===== src/rtl/mips_pkg.sv =====
// Shared definitions for the MIPS core: fetch FSM states, instruction
// field bit positions, opcode/func constants and the default reset PC.
// No logic; imported by fetch_unit and anything that decodes fields.
package mips_pkg;

   typedef enum logic [2:0] {
      ST_IDLE   = 3'd0,
      ST_FETCH  = 3'd1,
      ST_HOLD   = 3'd2,
      ST_DROP   = 3'd3,
      ST_HALTED = 3'd4
   } fetch_state_t;

   // Instruction field bit positions
   localparam int OPCODE_MSB = 31;
   localparam int OPCODE_LSB = 26;
   localparam int RS_MSB     = 25;
   localparam int RS_LSB     = 21;
   localparam int RT_MSB     = 20;
   localparam int RT_LSB     = 16;
   localparam int RD_MSB     = 15;
   localparam int RD_LSB     = 11;
   localparam int SHAMT_MSB  = 10;
   localparam int SHAMT_LSB  = 6;
   localparam int FUNC_MSB   = 5;
   localparam int FUNC_LSB   = 0;
   localparam int IMM_MSB    = 15;
   localparam int IMM_LSB    = 0;
   localparam int JIDX_MSB   = 25;
   localparam int JIDX_LSB   = 0;

   localparam logic [5:0]  OP_RTYPE         = 6'h00;
   localparam logic [5:0]  FUNC_SYSCALL     = 6'h0C;
   localparam logic [31:0] DEFAULT_RESET_PC = 32'h0000_0000;

endpackage


===== src/rtl/fetch_unit.sv =====
// Instruction fetch: one outstanding imem request, registered word to decode.
// Latency: response accepted in FETCH -> inst_valid next cycle; 2 cycles/instr at zero-wait.
// Backpressure: holds inst and fields while inst_valid && !inst_ready; no new request until handshake.
//
// Ports:
//   clk, reset                   clock, async active-high reset
//   imem_req/addr/rvalid/rdata   instruction memory request/response
//   inst_valid/inst_ready        handshake to decode
//   inst, inst_pc, pc_plus4      registered word, its PC, PC+4
//   opcode..jidx                 fields sliced from inst
//   redirect/redirect_pc         branch/jump redirect (target word-aligned here)
//   halt, fetch_halted           halt on accepted instruction; sticky until reset
module fetch_unit
   import mips_pkg::*;
#(
   parameter logic [31:0] RESET_PC = DEFAULT_RESET_PC
) (
   input  logic        clk,
   input  logic        reset,
   output logic        imem_req,
   output logic [31:0] imem_addr,
   input  logic        imem_rvalid,
   input  logic [31:0] imem_rdata,
   output logic        inst_valid,
   input  logic        inst_ready,
   output logic [31:0] inst,
   output logic [31:0] inst_pc,
   output logic [31:0] pc_plus4,
   output logic [5:0]  opcode,
   output logic [5:0]  func,
   output logic [4:0]  rs,
   output logic [4:0]  rt,
   output logic [4:0]  rd,
   output logic [4:0]  shamt,
   output logic [15:0] imm16,
   output logic [25:0] jidx,
   input  logic        redirect,
   input  logic [31:0] redirect_pc,
   input  logic        halt,
   output logic        fetch_halted
);

   fetch_state_t state_q;
   logic [31:0]  pc_q;        // next PC to fetch
   logic [31:0]  addr_q;      // address of the request on the bus
   logic         req_q;
   logic         vld_q;
   logic         halted_q;
   logic [31:0]  inst_q;
   logic [31:0]  inst_pc_q;

   logic [31:0]  redir_pc_d;  // word-aligned redirect target
   logic [31:0]  drop_pc_d;   // target to issue when the dropped response lands
   logic         unused_rpc_lsbs;

   assign redir_pc_d      = {redirect_pc[31:2], 2'b00};
   assign drop_pc_d       = redirect ? redir_pc_d : pc_q;
   assign unused_rpc_lsbs = ^redirect_pc[1:0];

   always_ff @(posedge clk or posedge reset) begin
      if (reset) begin
         state_q   <= ST_IDLE;
         pc_q      <= RESET_PC;
         addr_q    <= RESET_PC;
         req_q     <= 1'b0;
         vld_q     <= 1'b0;
         halted_q  <= 1'b0;
         inst_q    <= 32'h0;
         inst_pc_q <= 32'h0;
      end else begin
         unique case (state_q)
            ST_IDLE: begin
               state_q <= ST_FETCH;
               req_q   <= 1'b1;
               addr_q  <= pc_q;
            end
            ST_FETCH: begin
               if (redirect) begin
                  pc_q <= redir_pc_d;
                  if (imem_rvalid) begin
                     // Response already here: drop it and re-issue at the target now.
                     addr_q <= redir_pc_d;
                  end else begin
                     // Request cannot be withdrawn; wait for it in DROP.
                     state_q <= ST_DROP;
                  end
               end else if (imem_rvalid) begin
                  inst_q    <= imem_rdata;
                  inst_pc_q <= pc_q;
                  pc_q      <= pc_q + 32'd4;
                  req_q     <= 1'b0;
                  vld_q     <= 1'b1;
                  state_q   <= ST_HOLD;
               end
            end
            ST_DROP: begin
               if (imem_rvalid) begin
                  // Stale response discarded; a redirect in the same cycle still wins.
                  pc_q    <= drop_pc_d;
                  addr_q  <= drop_pc_d;
                  state_q <= ST_FETCH;
               end else if (redirect) begin
                  pc_q <= redir_pc_d;
               end
            end
            ST_HOLD: begin
               if (redirect) begin
                  pc_q    <= redir_pc_d;
                  addr_q  <= redir_pc_d;
                  req_q   <= 1'b1;
                  vld_q   <= 1'b0;
                  state_q <= ST_FETCH;
               end else if (inst_ready) begin
                  vld_q <= 1'b0;
                  if (halt) begin
                     halted_q <= 1'b1;
                     state_q  <= ST_HALTED;
                  end else begin
                     req_q   <= 1'b1;
                     addr_q  <= pc_q;
                     state_q <= ST_FETCH;
                  end
               end
            end
            ST_HALTED: begin
            end
            default: begin
               state_q <= ST_IDLE;
               req_q   <= 1'b0;
               vld_q   <= 1'b0;
            end
         endcase
      end
   end

   assign imem_req     = req_q;
   assign imem_addr    = addr_q;
   assign inst_valid   = vld_q;
   assign fetch_halted = halted_q;
   assign inst         = inst_q;
   assign inst_pc      = inst_pc_q;
   assign pc_plus4     = inst_pc_q + 32'd4;

   assign opcode = inst_q[OPCODE_MSB:OPCODE_LSB];
   assign rs     = inst_q[RS_MSB:RS_LSB];
   assign rt     = inst_q[RT_MSB:RT_LSB];
   assign rd     = inst_q[RD_MSB:RD_LSB];
   assign shamt  = inst_q[SHAMT_MSB:SHAMT_LSB];
   assign func   = inst_q[FUNC_MSB:FUNC_LSB];
   assign imm16  = inst_q[IMM_MSB:IMM_LSB];
   assign jidx   = inst_q[JIDX_MSB:JIDX_LSB];

endmodule


===== config.mk =====
export PLATFORM = sky130hd
export DESIGN_NAME = fetch_unit
export DESIGN_NICKNAME = d
export VERILOG_FILES = /design/src/rtl/mips_pkg.sv /design/src/rtl/fetch_unit.sv
export SDC_FILE = /design/constraint.sdc
export NUM_CORES = 1
export LEC_CHECK = 0
export ABC_AREA = 0
export CAP_MARGIN = 20
export CORE_ASPECT_RATIO = 1.5
export CORE_MARGIN = 4
export CORE_UTILIZATION = 46
export DETAILED_ROUTE_END_ITERATION = 8
export HOLD_SLACK_MARGIN = 0.15
export PLACE_DENSITY_LB_ADDON = 0.3
export SLEW_MARGIN = 5
export SYNTH_ARGS = -nofsm -noshare
export SYNTH_HDL_FRONTEND = slang
export SYNTH_SLANG_ARGS = --single-unit

===== constraint.sdc =====
create_clock -name clk -period 13.9 [get_ports clk]
set_input_delay 2.78 -clock clk [delete_from_list [all_inputs] [get_ports clk]]
set_output_delay 2.78 -clock clk [all_outputs]
set_load 0.01 [all_outputs]

==> results of run 1 <==
## cells in the mapped netlist, types with 4 or more instances
library cell / instances
nand2b_1: 4
dfrtp_1: 134
mux2i_1: 30
nand3_1: 27
inv_1: 14
buf_4: 78
o21ai_0: 31
nor4_1: 5
or3_1: 6
clkbuf_1: 22
nand4_1: 16
o311ai_0: 5
nand2_1: 42
nor2_1: 52
buf_2: 12
and3_1: 10
and4_1: 6
mux2_2: 61
o22ai_1: 6
xnor2_1: 25
nor3_1: 8
a21oi_1: 60
## power by group
part	switching [W]	internal, W
registers	0.000179	0.000534
clock network	0.000169	0.000273
logic	0.000410	0.000594
total	0.000758	0.00140
## area by class of cell
class                      instances  area [sq um]  share of cell area
timing repair buffer             283          2810               0.274
inverter                          14          57.6             0.00560
multi-input combinational        461          3220               0.313
tap                              203           254              0.0247
clock buffer                      20           457              0.0445
clock inverter                    11           124              0.0121
sequential                       134          3350               0.327
## stage by stage
stage	hold slack, ns	total power (W)	instance area (sq um)	setup WS (ns)	instances
final	0.474	0.00216	10300	8.20	1126
after CTS	0.478	0.00218	10300	8.16	1125
after detailed placement	0.460	0.00173	9680	8.10	1094
after global placement	0.452	0.00171	9680	8.15	1094
after global routing	0.509	0.00228	10300	7.97	1126
after floorplan	0.471	0.00120	7370	7.54	727
## path summary, 6_finish.rpt
| path | from | to | slack (ns) | cells past startpoint |
|---|---|---|---|---|
| max | inst_pc[5]$_DFFE_PP0P_ | pc_plus4[23] | 8.20 | 6 |
| min | fetch_halted$_DFFE_PP0P_ | fetch_halted$_DFFE_PP0P_ | 0.47 | 1 |
| max reg2reg | state_q[1]$_DFFE_PP0P_ | pc_q[25]$_DFFE_PP0P_ | 11.33 | 6 |
| min reg2reg | fetch_halted$_DFFE_PP0P_ | fetch_halted$_DFFE_PP0P_ | 0.47 | 1 |
| max in group asynchronous | reset | pc_q[14]$_DFFE_PP0P_ | 9.82 | 3 |
| min in group asynchronous | reset | inst[22]$_DFFE_PP0P_ | 2.85 | 2 |
## registers in the layout, summed over array words and instances, names as in the netlist
name,count
fetch_halted,1
pc_q,32
imem_addr,32
imem_req,1
inst_valid,1
inst,32
state_q,3
inst_pc,32
## worst max-delay path, delay by kind of cell (launching register included)
kind,cells,cell delay (ns)
simple gates,4,1.31
xor+xnor,1,0.17
flops,1,0.44
buf+inv,1,0.58
## logic make-up (layout without fill, tap and decap cells)
family | Yosys count | after routing | synth area share
muxes | 91 | 91 | 0.134
DFF | 134 | 134 | 0.455
adders and majority gates | 2 | 2 | 0.00340
and+or+nand+nor | 202 | 202 | 0.148
AOI/OAI and AO/OA | 138 | 138 | 0.115
buffers and inverters | 132 | 328 | 0.111
xor gates and xnor gates | 28 | 28 | 0.0333
## per-layer routing
layer | vias up | global-route usage
li1 | 2893 | -
met1 | 3041 | 0.265
met2 | 303 | 0.424
met5 | - | 0
met4 | 0 | 0.0631
met3 | 30 | 0.0638
==> run summary, run 1 <==
status: finished clean
#FFs+latches synth: 134
Starting DRT DRC Count: 394
crit-path cells: and4_1 > and4_1 > nor2b_1 > nand3_1 > xnor2_1 > clkdlybuf4s50_1
asr flop ratio synth: 1.00
gr usage total: 0.232
worst hold path class: flip-flop to flip-flop
# port buffers: 272
grt ovf: 0
Final TNS setup: 0 ns
number of setup violations in the final report: 0
total iterations of the first detailed-routing run: 7
Post-CTS Hold Buffers: 0
worst-path fanout max: 8
Clock Latency Late Sink: 0.42 ns
Die Wd: 111 um
Routed Antenna Nets: 0
top cells by area, synth: dfrtp_1 46%, mux2_2 9.3%, buf_4 7.9%
Mapped Area: 7370 sq um
DR WL/cell: 19.0 um
M1 WL: 8040 um
met3 routed WL: 1580 um
Slew HR: 0.408
Root Driver: clkbuf_16
row cnt: 56
mean post-synth cell area: 10.1 sq um
Post-CTS Setup Repair Bufs: 0
Diodes inserted: 0
I/O pin count: 275
layout cells sized above 1: 0.133
Data arrival, critical path: 2.92 ns
fin. max-slew vios: 0
CP peak stage delay: 0.58 ns
Area growth, synth to finish: 39.4%
Worst Skew: 0.0172 ns
Max Cap Violations: 0
Top cell by count, worst path: and4_1
Finished Core Util: 0.654
Synth Flop Type: dfrtp_1
fin nets: 983
Post-synth EDFFs: 0
Syn. warnings: 0
clock-pin slew on the worst setup and hold paths: 0.06 ns
height of the die: 163 um
H-Tree Depth: 4
routed vias/inst: 5.57
Min Clock Period, post-route: 5.70 ns
Max Buffers Root-to-Sink: 2
RSZ-0062 raised after global routing: no
CP Launch Type: flip-flop
number of library cell types mapped by synthesis: 66
Die ar.: 18200 sq um
CTS sink cnt: 134
Power Density: 210 nW/um^2
Crit-path slowest cell: clkdlybuf4s50_1
Final Cycle Share: 0.410
Yosys top cell by area: dfrtp_1
Core ar.: 15700 sq um
top achievable clock speed: 176 MHz
DR vias: 6267
worst slew pin tran: 0.888 ns
DRC violations left: 0
initial antenna violation count: 0
Synth top area share: 0.455
final hold violation count: 0
CTS tree: built
Leak: 4.13 nW
vias in the first global route: 6070
largest net degree at the start of global routing: 74
worst vdd ir: 0.0882 mV
dpl hpwl: 15600 um
CP Capture Type: primary output
Initial Utilization: 0.470
syn_nets: 799
first-pass GRT wire length: 33800 um
number of CTS-inserted buffers: 17
Filler Cell Count: 1259
top routing layer in use: met4
Mapped Cells: 727
post-synthesis sequential area ratio: 0.455
met2 WL: 11500 um
GP Congestion: 0.832
most frequent cells in the layout: 272 x clkdlybuf4s50_1, 134 x dfrtp_1, 61 x mux2_2
Setup Crit Path Kind: flip-flop to primary output
CP required: 11.12 ns
most common cell after layout, fill and taps aside: clkdlybuf4s50_1
# resized after CTS: 0
final wirelength: 21400 um
Power figures use the tool's default switching activity.
==> run 2, diff against run 1 <==
--- a/config.mk
+++ b/config.mk
@@ -9,7 +9,7 @@
 export CAP_MARGIN = 20
 export CORE_ASPECT_RATIO = 1.5
 export CORE_MARGIN = 4
-export CORE_UTILIZATION = 46
+export CORE_UTILIZATION = 41
 export DETAILED_ROUTE_END_ITERATION = 8
 export HOLD_SLACK_MARGIN = 0.15
 export PLACE_DENSITY_LB_ADDON = 0.3
==> constraint.sdc (replaced) <==
create_clock -name clk -period 4.93 [get_ports clk]
set_input_delay 0.986 -clock clk [delete_from_list [all_inputs] [get_ports clk]]
set_output_delay 0.986 -clock clk [all_outputs]
set_load 0.01 [all_outputs]
==> run summary, run 2 (same netlist as run 1, synthesis figures left out) <==
status: finished clean (unchanged)
Data arrival, critical path: 2.83 ns (was 2.92 ns)
layout cells sized above 1: 0.134 (was 0.133)
Starting DRT DRC Count: 330 (was 394)
Crit-path slowest cell: clkdlybuf4s50_1 (unchanged)
CP required: 3.94 ns (was 11.12 ns)
first-pass GRT wire length: 33600 um (was 33800 um)
RSZ-0062 raised after global routing: no (unchanged)
Finished Core Util: 0.587 (was 0.654)
met3 routed WL: 1370 um (was 1580 um)
Initial Utilization: 0.421 (was 0.470)
CTS sink cnt: 134 (unchanged)
most frequent cells in the layout: 272 x clkdlybuf4s50_1, 134 x dfrtp_1, 61 x mux2_2 (unchanged)
Min Clock Period, post-route: 3.82 ns
Stages on worst setup path: 6 (unchanged)
Root Driver: clkbuf_16 (unchanged)
DRC violations left: 0 (unchanged)
Post-CTS Setup Repair Bufs: 0 (unchanged)
final hold violation count: 0 (unchanged)
DR WL/cell: 18.9 um (was 19.0 um)
top achievable clock speed: 262 MHz
row cnt: 59 (was 56)
r2r worst-path depth: 5 (was 6)
clock-pin slew on the worst setup and hold paths: 0.06 ns (about the same)
CP Launch Type: flip-flop (unchanged)
# resized after CTS: 0 (unchanged)
Core ar.: 17500 sq um (was 15700 sq um)
Clock Latency Late Sink: 0.42 ns (about the same)
total power: 0.00600 W (was 0.00216 W)
number of setup violations in the final report: 0 (unchanged)
fin. max-slew vios: 0 (unchanged)
GP Congestion: 0.837 (was 0.832)
Leak: 4.11 nW (was 4.13 nW)
Filler Cell Count: 1544 (was 1259)
CP peak stage delay: 0.58 ns (about the same)
Max Buffers Root-to-Sink: 2 (unchanged)
WP buf/inv: 1 (unchanged)
hold depth: 1 (unchanged)
DR vias: 6173 (was 6267)
worst hold path class: flip-flop to flip-flop (unchanged)
number of CTS-inserted buffers: 17 (unchanged)
M1 WL: 8010 um (was 8040 um)
Routed Antenna Nets: 0 (unchanged)
Die ar.: 20200 sq um (was 18200 sq um)
Final Cycle Share: 0.774
Power Density: 584 nW/um^2 (was 210 nW/um^2)
I/O pin count: 275 (unchanged)
routed vias/inst: 5.42 (was 5.57)
height of the die: 172 um (was 163 um)
H-Tree Depth: 4 (unchanged)
largest net degree at the start of global routing: 108 (was 74)
grt ovf: 0 (unchanged)
Slew HR: 0.250 (was 0.408)
dpl hpwl: 16000 um (was 15600 um)
Area growth, synth to finish: 39.4% (about the same)
Post-CTS Hold Buffers: 0 (unchanged)
# port buffers: 272 (unchanged)
Top cell by count, worst path: nand4_1 (was and4_1)
family with the most delay on the worst path: simple AND/OR/NAND/NOR gates (unchanged)
worst vdd ir: 0.299 mV (was 0.0882 mV)
Max Cap Violations: 0 (unchanged)
CP Capture Type: primary output (unchanged)
Worst Skew: 0.00795 ns (was 0.0172 ns)
initial antenna violation count: 1 (was 0)
Die Wd: 117 um (was 111 um)
worst slew pin tran: 1.12 ns (was 0.888 ns)
top routing layer in use: met4 (unchanged)
final wirelength: 21500 um (was 21400 um)
crit-path cells: and4_1 > nand4_1 > nor4_4 > nand4_1 > xnor2_1 > clkdlybuf4s50_1 (was and4_1 > and4_1 > nor2b_1 > nand3_1 > xnor2_1 > clkdlybuf4s50_1)
most common cell after layout, fill and taps aside: clkdlybuf4s50_1 (unchanged)
gr usage total: 0.210 (was 0.232)
CTS tree: built (unchanged)
Final TNS setup: 0 ns (unchanged)
total iterations of the first detailed-routing run: 5 (was 7)
vias in the first global route: 6055 (was 6070)
worst-path fanout max: 8 (unchanged)
Setup Crit Path Kind: flip-flop to primary output (unchanged)
FF+latch area: 3350 sq um (unchanged)
fin nets: 983 (unchanged)
met2 WL: 11700 um (was 11500 um)
area occupied by multi-input gates: 3220 sq um (about the same)
-- run 2: report_power, final --
group	switching (W)	leakage, nW	internal (W)
clock network	0.000477	0.262	0.000703
registers	0.000491	1.57	0.00151
logic	0.00115	2.28	0.00167
total	0.00212	4.11	0.00388
-- run 2: through the flow --
| stage | setup WS (ns) | hold WS [ns] | instance area, sq um | std cells |
|---|---|---|---|---|
| 6_report | 1.11 | 0.479 | 10300 | 1139 |
| 5_1_grt | 0.778 | 0.496 | 10300 | 1138 |
| 4_1_cts | 1.02 | 0.474 | 10300 | 1137 |
| 3_5_place_dp | 1.13 | 0.456 | 9720 | 1105 |
| 3_3_place_gp | 1.17 | 0.454 | 9720 | 1105 |
| 2_1_floorplan | 0.361 | 0.471 | 7370 | 727 |
-- run 2: final timing paths --
check | startpoint | to | slack [ns]
hold reg to reg | fetch_halted$_DFFE_PP0P_ | fetch_halted$_DFFE_PP0P_ | 0.48
hold / removal | fetch_halted$_DFFE_PP0P_ | fetch_halted$_DFFE_PP0P_ | 0.48
max in group asynchronous | reset | inst[9]$_DFFE_PP0P_ | 2.81
setup / recovery | inst_pc[15]$_DFFE_PP0P_ | pc_plus4[31] | 1.11
setup reg to reg | state_q[2]$_DFFE_PP0P_ | pc_q[30]$_DFFE_PP0P_ | 2.04
min in group asynchronous | reset | inst[21]$_DFFE_PP0P_ | 1.16
-- run 2: area by class of cell --
type                       instances  area share
clock buffer                      20      0.0435
tap                              213      0.0259
multi-input combinational        461       0.314
timing repair buffer             283       0.274
sequential                       134       0.326
clock inverter                    12      0.0104
antenna                            2    0.000487
inverter                          14     0.00560
-- run 2: layer usage --
metal,up-vias,track usage
li1,2893,-
met1,3001,0.224
met2,245,0.398
met3,34,0.0641
met4,0,0.0668
met5,-,0
==> run 3, diff against run 2 <==
--- a/config.mk
+++ b/config.mk
@@ -9,7 +9,7 @@
 export CAP_MARGIN = 20
 export CORE_ASPECT_RATIO = 1.5
 export CORE_MARGIN = 4
-export CORE_UTILIZATION = 41
+export CORE_UTILIZATION = 45
 export DETAILED_ROUTE_END_ITERATION = 8
 export HOLD_SLACK_MARGIN = 0.15
 export PLACE_DENSITY_LB_ADDON = 0.3
==> constraint.sdc (replaced) <==
create_clock -name clk -period 3.76 [get_ports clk]
set_input_delay 0.752 -clock clk [delete_from_list [all_inputs] [get_ports clk]]
set_output_delay 0.752 -clock clk [all_outputs]
set_load 0.01 [all_outputs]
==> run summary, run 3 (same netlist as run 1, synthesis figures left out) <==
status: finished clean (unchanged)
Die ar.: 18500 sq um (was 20200 sq um)
Worst Skew: 0.0112 ns (was 0.00795 ns)
Worst R2R Setup Slack: 1.36 ns (was 2.04 ns)
Starting DRT DRC Count: 397 (was 330)
grt ovf: 0 (unchanged)
Diodes inserted: 0 (was 2)
fin. max-slew vios: 0 (unchanged)
hold depth: 1 (unchanged)
worst slew pin tran: 0.801 ns (was 1.12 ns)
worst-path fanout max: 7 (was 8)
height of the die: 165 um (was 172 um)
worst vdd ir: 0.395 mV (was 0.299 mV)
most common cell after layout, fill and taps aside: clkdlybuf4s50_1 (unchanged)
Power Density: 778 nW/um^2 (was 584 nW/um^2)
FF+latch area: 3350 sq um (unchanged)
Area growth, synth to finish: 41.5% (was 39.4%)
layout cells sized above 1: 0.144 (was 0.134)
number of setup violations in the final report: 0 (unchanged)
Max Buffers Root-to-Sink: 2 (unchanged)
most frequent cells in the layout: 272 x clkdlybuf4s50_1, 134 x dfrtp_1, 61 x mux2_2 (unchanged)
DR WL/cell: 19.4 um (was 18.9 um)
Core ar.: 16100 sq um (was 17500 sq um)
non-filler cells, final: 1138 (was 1139)
Final Cycle Share: 0.934
final wirelength: 22100 um (was 21500 um)
GP Congestion: 0.887 (was 0.837)
fin nets: 993 (was 983)
Initial Utilization: 0.457 (was 0.421)
worst hold path class: flip-flop to flip-flop (unchanged)
H-Tree Depth: 4 (unchanged)
# resized after CTS: 0 (unchanged)
Slew HR: 0.466 (was 0.250)
Die Wd: 112 um (was 117 um)
largest net degree at the start of global routing: 81 (was 108)
vias in the first global route: 6141 (was 6055)
Hold WS: 0.490 ns (was 0.479 ns)
final hold violation count: 0 (unchanged)
CP Launch Type: flip-flop (unchanged)
row cnt: 57 (was 59)
total iterations of the first detailed-routing run: 5 (unchanged)
DRC violations left: 0 (unchanged)
r2r worst-path depth: 5 (unchanged)
area occupied by multi-input gates: 3220 sq um (unchanged)
top achievable clock speed: 285 MHz
CP required: 3.01 ns (was 3.94 ns)
gr usage total: 0.233 (was 0.210)
Post-CTS Setup Repair Bufs: 0 (unchanged)
Post-CTS Hold Buffers: 0 (unchanged)
# port buffers: 272 (unchanged)
CTS tree: built (unchanged)
CP Capture Type: primary output (unchanged)
RSZ-0062 raised after global routing: no (unchanged)
Max Cap Violations: 0 (unchanged)
Min Clock Period, post-route: 3.51 ns
Root Driver: clkbuf_16 (unchanged)
number of CTS-inserted buffers: 17 (unchanged)
first-pass GRT wire length: 34200 um (was 33600 um)
Data arrival, critical path: 2.76 ns (was 2.83 ns)
dpl hpwl: 16500 um (was 16000 um)
CTS sink cnt: 134 (unchanged)
I/O pin count: 275 (unchanged)
routed vias/inst: 5.56 (was 5.42)
Leak: 4.20 nW (was 4.11 nW)
Filler Cell Count: 1335 (was 1544)
Clock Latency Late Sink: 0.41 ns (was 0.42 ns)
Final TNS setup: 0 ns (unchanged)
initial antenna violation count: 1 (unchanged)
placed cells: 1108 (was 1105)
DR vias: 6322 (was 6173)
Routed Antenna Nets: 0 (unchanged)
Setup Crit Path Kind: flip-flop to primary output (unchanged)
clock-pin slew on the worst setup and hold paths: 0.06 ns (about the same)
==> run 3: cell types whose count changed in the layout (fill, tap and decap cells not counted), sizes merged <==
cell	previous run	this run
diode	2	0
clkinvlp	4	3
bufinv	1	4
clkinv	7	6
inv	14	13
clkbuf	20	18
buf	11	21
==> run 3: worst max-delay path: stages, from the launching register on <==
cell	delay, ns
dfrtp_1	0.46
and4_1	0.30
nand4_1	0.21
nor4_4	0.28
nand4_1	0.14
xnor2_1	0.35
clkdlybuf4s50_1	0.62
==> run 3: final cells by class <==
cell class              count  area share
flip-flops and latches    134       0.322
clock buffers              18      0.0421
well taps                 206      0.0247
repair buffers            293       0.280
inverters                  14     0.00540
multi-input cells         461       0.309
clock inverters            12      0.0173
==> run 3: layer usage <==
layer  vias to the layer above  part of all wire  wire length (um)  GRT usage
li1                       2915                 -                 -          -
met1                      3091              0.37              8060      0.260
met2                       285              0.53             11800      0.426
met3                        29             0.085              1870     0.0773
met4                         2             0.015               336     0.0590
met5                         -           0.00063                14          0
==> run 3: path summary, 6_finish.rpt <==
kind / end / startpoint
worst max-delay path: pc_plus4[31] / inst_pc[15]$_DFFE_PP0P_
worst min-delay path: fetch_halted$_DFFE_PP0P_ / fetch_halted$_DFFE_PP0P_
worst max register to register: pc_q[31]$_DFFE_PP0P_ / state_q[2]$_DFFE_PP0P_
worst min register to register: fetch_halted$_DFFE_PP0P_ / fetch_halted$_DFFE_PP0P_
max in group asynchronous: inst_pc[23]$_DFFE_PP0P_ / reset
min in group asynchronous: inst[20]$_DFFE_PP0P_ / reset
==> run 3: power by group <==
| group | leakage [nW] | total [W] | internal, W | switching [W] |
|---|---|---|---|---|
| clock | 0.298 | 0.00175 | 0.00112 | 0.000627 |
| sequential | 1.57 | 0.00265 | 0.00198 | 0.000674 |
| combinational | 2.34 | 0.00372 | 0.00222 | 0.00150 |
==> run 3: per-stage QoR <==
stage	util	instance area, sq um	power [W]	setup WS, ns
4_1_cts	0.647	10400	0.00820	0.230
3_5_place_dp	0.608	9810	0.00642	0.704
5_1_grt	0.647	10400	0.00856	0.0853
2_1_floorplan	-	7370	0.00444	1.31
3_3_place_gp	0.608	9810	0.00636	0.701
6_report	0.647	10400	0.00811	0.247
